$ cat config.mk
export PLATFORM = sky130hd
export DESIGN_NAME = shift_add_mult_ctrl_flat
export DESIGN_NICKNAME = d
export VERILOG_FILES = /design/src/rtl/shift_add_mult_if.sv /design/src/rtl/shift_add_mult_ctrl.sv /design/src/flat_wrapper.sv
export SDC_FILE = /design/constraint.sdc
export NUM_CORES = 1
export LEC_CHECK = 0
export ABC_AREA = 1
export BUFFER_PORTS_ARGS = -buffer_cell sky130_fd_sc_hd__buf_2
export CORE_MARGIN = 4
export CORE_UTILIZATION = 23
export CTS_CLUSTER_DIAMETER = 60
export DETAILED_ROUTE_END_ITERATION = 8
export GPL_ROUTABILITY_DRIVEN = 0
export PLACE_DENSITY = 0.42
export SLEW_MARGIN = 20
export SYNTH_ARGS = -nofsm -noshare
export SYNTH_HDL_FRONTEND = slang
export SYNTH_SLANG_ARGS = --single-unit
$ cat constraint.sdc
create_clock -name clk -period 1.69 [get_ports clk]
set_input_delay 0.0845 -clock clk [delete_from_list [all_inputs] [get_ports clk]]
set_output_delay 0.0845 -clock clk [all_outputs]
set_load 0.02 [all_outputs]
$ cat src/rtl/shift_add_mult_if.sv
// shift_add_mult_if
//   Handshake/operand bundle for the shift-and-add multiplier controller.
//   master (requester): drives start, a, b; receives product, busy, done.
//   slave  (controller): receives start, a, b; drives product, busy, done.
//   WIDTH : operand width; product is 2*WIDTH bits.
interface shift_add_mult_if #(
    parameter int WIDTH = 3
);
    logic               start;
    logic [WIDTH-1:0]   a;
    logic [WIDTH-1:0]   b;
    logic [2*WIDTH-1:0] product;
    logic               busy;
    logic               done;

    modport master (output start, a, b, input product, busy, done);
    modport slave  (input start, a, b, output product, busy, done);
endinterface

$ cat src/rtl/shift_add_mult_ctrl.sv
// shift_add_mult_ctrl
//   Sequencing controller for a multi-cycle unsigned shift-and-add multiplier.
//   A start seen while idle latches both operands; the accumulator then adds
//   one shifted partial product per clock for WIDTH clocks. The result is
//   registered into product together with a one-cycle done pulse, followed by
//   one DONE cycle before returning to idle.
//   Ports:
//     clk   : system clock, rising edge
//     rst_n : synchronous active-low reset, priority over everything
//     bus   : slave side of shift_add_mult_if (start/a/b in, product/busy/done out)
module shift_add_mult_ctrl #(
    parameter int WIDTH = 3
) (
    input  logic             clk,
    input  logic             rst_n,
    shift_add_mult_if.slave  bus
);
    // count only has to reach WIDTH-1; keep at least one bit.
    localparam int CW = (WIDTH < 3) ? 1 : $clog2(WIDTH);
    localparam logic [CW-1:0] LAST = CW'(WIDTH - 1);

    typedef enum logic [1:0] {IDLE, CALC, DONE} state_t;

    state_t             state_q, state_d;
    logic [WIDTH-1:0]   mcand_q, mcand_d;
    logic [WIDTH-1:0]   mplier_q, mplier_d;
    logic [2*WIDTH-1:0] acc_q, acc_d;
    logic [CW-1:0]      count_q, count_d;
    logic [2*WIDTH-1:0] product_q, product_d;
    logic               done_q, done_d;
    logic [2*WIDTH-1:0] addend;
    logic [2*WIDTH-1:0] acc_next;

    always_ff @(posedge clk) begin
        if (!rst_n) begin
            state_q   <= IDLE;
            mcand_q   <= '0;
            mplier_q  <= '0;
            acc_q     <= '0;
            count_q   <= '0;
            product_q <= '0;
            done_q    <= 1'b0;
        end else begin
            state_q   <= state_d;
            mcand_q   <= mcand_d;
            mplier_q  <= mplier_d;
            acc_q     <= acc_d;
            count_q   <= count_d;
            product_q <= product_d;
            done_q    <= done_d;
        end
    end

    always_comb begin
        state_d   = state_q;
        mcand_d   = mcand_q;
        mplier_d  = mplier_q;
        acc_d     = acc_q;
        count_d   = count_q;
        product_d = product_q;
        done_d    = 1'b0;
        // Partial product for the current multiplier LSB, weighted by step.
        addend    = mplier_q[0] ? ({{WIDTH{1'b0}}, mcand_q} << count_q) : '0;
        acc_next  = acc_q + addend;

        case (state_q)
            IDLE: begin
                if (bus.start) begin
                    mcand_d  = bus.a;
                    mplier_d = bus.b;
                    acc_d    = '0;
                    count_d  = '0;
                    state_d  = CALC;
                end
            end
            CALC: begin
                acc_d    = acc_next;
                mplier_d = mplier_q >> 1;
                count_d  = count_q + CW'(1);
                // Last step: publish the sum including this step's addend.
                if (count_q == LAST) begin
                    product_d = acc_next;
                    done_d    = 1'b1;
                    state_d   = DONE;
                end
            end
            DONE:    state_d = IDLE;
            default: state_d = IDLE;
        endcase
    end

    assign bus.product = product_q;
    assign bus.done    = done_q;
    assign bus.busy    = (state_q != IDLE);
endmodule

$ cat src/flat_wrapper.sv
// flat-port wrapper written by rule: the top's interface ports become plain ports
module shift_add_mult_ctrl_flat 
#(
    parameter int WIDTH = 3
)
  (clk, rst_n, bus_start, bus_a, bus_b, bus_product, bus_busy, bus_done);
  shift_add_mult_if #(.WIDTH(WIDTH)) bus_i ();
  input  logic clk;
  input  logic rst_n;
  input wire logic [$bits(bus_i.start)-1:0] bus_start;
  input wire logic [$bits(bus_i.a)-1:0] bus_a;
  input wire logic [$bits(bus_i.b)-1:0] bus_b;
  output wire logic [$bits(bus_i.product)-1:0] bus_product;
  output wire logic [$bits(bus_i.busy)-1:0] bus_busy;
  output wire logic [$bits(bus_i.done)-1:0] bus_done;
  assign bus_i.start = bus_start;
  assign bus_i.a = bus_a;
  assign bus_i.b = bus_b;
  assign bus_product = bus_i.product;
  assign bus_busy = bus_i.busy;
  assign bus_done = bus_i.done;
  shift_add_mult_ctrl #(.WIDTH(WIDTH)) u_core (.clk(clk), .rst_n(rst_n), .bus(bus_i));
endmodule
==> metrics <==
initial core utilization 0.245; Antenna Violating Nets Remaining 0; Combinational Power Share 0.169; Layout area overhead 38.3%; Core Area 4850 um2; GR Overflow Total 0; final WL 3170 um; Pleak 0.000726 uW; setup violators final 6; Die H 79.9 um; Sequential Power Share 0.516; Net Count, Synth 175; post-synthesis cell type count 26; Rel. slew slack 0.680; Internal 808 uW; met3 WL post-DR 95 um; H-tree levels 1; outcome finished with violations; type of origin of the critical path flip-flop; post-synth top area share 0.387; Rows 25; DR top layer met4; failing checks setup timing; Final min period 1.76 ns; clock group share of total power 0.315; Synth area leaders dfxtp_1 39%, nand2_1 12%, a21oi_1 6.3%; NetSw 332 uW; crit path DAT 1.97 ns; share of the yosys chip area belonging to registers 0.387; antenna violations before repair 0; overall power 1140 uW; cts bufs inserted 3; Met1 Routed Length 1390 um; Max IR drop VDD 0.298 mV; first-pass GRT wire length 5130 um; most frequent cells in the layout 35 x nand2_1, 19 x dfxtp_1, 16 x buf_2; Crit Path Max Fanout 4; Yosys Warn Count 0; final net count 208; CTS Buffer Depth 2; Routed WL per cell 12.3 um; syn avg cell area 7.48 um2; Tcrit/Tclk final 1.04; Req. time, crit path 1.90 ns; PwrDens 694 nW/um2; setup slack after layout -0.0667 ns; Yosys top cell by area dfxtp_1; Synth Cell Area 1190 um2; FF-to-FF Start u_core.mplier_q[0]$_SDFFE_PN0P_; skew final 0.00205 ns; cell area after layout 1640 um2; commonest non-fill, non-tap cell in the layout nand2_1; utilization after layout 0.339; Fmax 569 MHz; die area 6380 um2; via count 1134; hpwl dp 2170 um; Hold Startpoint bus_b[2]; vias per inst 4.40; vias in the first global route 1112; Seq cells post-synth 23; Top Ports 17; clk_lat worst skew 0.27 ns; clk sinks 23; Placed Area 1430 um2; largest net degree at the start of global routing 14; Max-Cap Viols 0; residual DRC count 0; cell count after placement 251; final instance count without filler cells 258; Root Driver clkbuf_8; TritonCTS clock tree done; Crit Path Category flip-flop to flip-flop; ANT cells 0; Initial DRT Pass Iterations 4; worst-margin pin slew 0.479 ns; share of cells above drive strength 1 0.429; Hold Crit Class primary input to flip-flop; max-slew violations 0; IO buf count 16; RSZ-0062 raised after global routing yes; Sw Ratio 0.291; crit path launch u_core.mplier_q[0]$_SDFFE_PN0P_; drt initial violations 42; Setup crit end kind flip-flop; Fin. Hold Viols 0; met2 wire length 1620 um; Mapped Cells 159; die span in x 79.9 um; clk slew on worst S/H paths 0.09 ns; overall global routing resource usage 0.101
[worst paths after layout]
path,to,slack (ns),cells past startpoint
setup / recovery,u_core.bus.product[4]$_SDFFE_PN0P_,-0.07,11
hold / removal,u_core.mplier_q[2]$_SDFFE_PN0P_,0.06,3
setup reg to reg,u_core.bus.product[4]$_SDFFE_PN0P_,-0.07,11
hold reg to reg,u_core.bus.product[0]$_SDFFE_PN0P_,0.47,2
[sequential cells by signal, indices dropped and copies added (netlist names)]
name,flops
u_core.acc_q,6
u_core.bus.product,6
u_core.mcand_q,3
u_core.mplier_q,3
u_core.count_q,2
u_core.state_q,2
u_core.bus.done,1
[power by group through the flow]
stage / Sequential (uW) / Combinational (uW) / Clock [uW]
finish: 588 / 193 / 359
global route: 592 / 214 / 385
CTS: 582 / 167 / 363
detailed placement: 594 / 161 / 0
global placement: 593 / 159 / 0
floorplan: 590 / 103 / 0
[Yosys cell counts]
library cell,count
nand2_2,2
buf_6,1
nor2_1,13
or2_1,3
mux2i_1,2
nand3_2,1
nand3_1,10
a21oi_1,15
clkbuf_1,2
fa_1,1
o21ai_1,3
ha_1,6
a31oi_1,2
a21o_1,1
nor2_8,1
nor3_2,1
o22ai_1,2
inv_1,16
nand2_1,38
o21a_1,1
nand2_4,2
nor2_4,1
o21ai_0,6
inv_2,5
dfxtp_1,23
xnor2_1,1
[layer usage]
metal | vias to the layer above | global-route usage
met3 | 7 | 0.0181
met5 | - | 0
li1 | 577 | -
met4 | 0 | 0.0456
met2 | 17 | 0.166
met1 | 533 | 0.128
[repair_timing]
item                       4_1_cts  5_1_grt
gates resized for setup         11       28
hold buffers                     0        0
buffers inserted                 2        1
setup endpoints to repair       10       10
pin swaps                        3        7
[kinds of logic (layout without fill, tap and decap cells)]
family | count (synthesis) | count (layout) | synth area share
multiplexers | 2 | 2 | 0.0168
AND/OR/NAND/NOR | 72 | 72 | 0.292
adder cells (fa/ha/maj) | 7 | 7 | 0.0800
AO/OA/AOI/OAI | 30 | 30 | 0.135
XOR/XNOR | 1 | 1 | 0.00737
flip-flops | 23 | 23 | 0.387
buffers and inverters | 24 | 56 | 0.0821
[metrics by stage]
stage / setup WS [ns] / TNS, ns / hold WS [ns]
2_1_floorplan: 0.00188 / 0 / 0.230
3_3_place_gp: -0.140 / -0.458 / 0.335
3_5_place_dp: -0.114 / -0.391 / 0.348
4_1_cts: -0.0935 / -0.339 / 0.0612
5_1_grt: -0.183 / -0.966 / 0.0672
6_report: -0.0667 / -0.240 / 0.0626
[cell type report]
type                       count  area [um2]
clock buffer                   3        41.3
tap                           67        83.8
inverter                      21        78.8
timing repair buffer          31         196
multi-input combinational    112         771
clock inverter                 1        5.00
sequential                    23         468
fill                         524        3200
[worst max-delay path: stages, from the launching register on]
cell and delay (ns):
dfxtp_2 0.34, inv_2 0.04, nor2_2 0.09, inv_2 0.09, nor2_4 0.12, ha_4 0.15
inv_2 0.03, fa_2 0.36, o21ai_2 0.14, or2_1 0.13, nand3_1 0.09, a21oi_2 0.12
(Power assumes the default switching activity.)
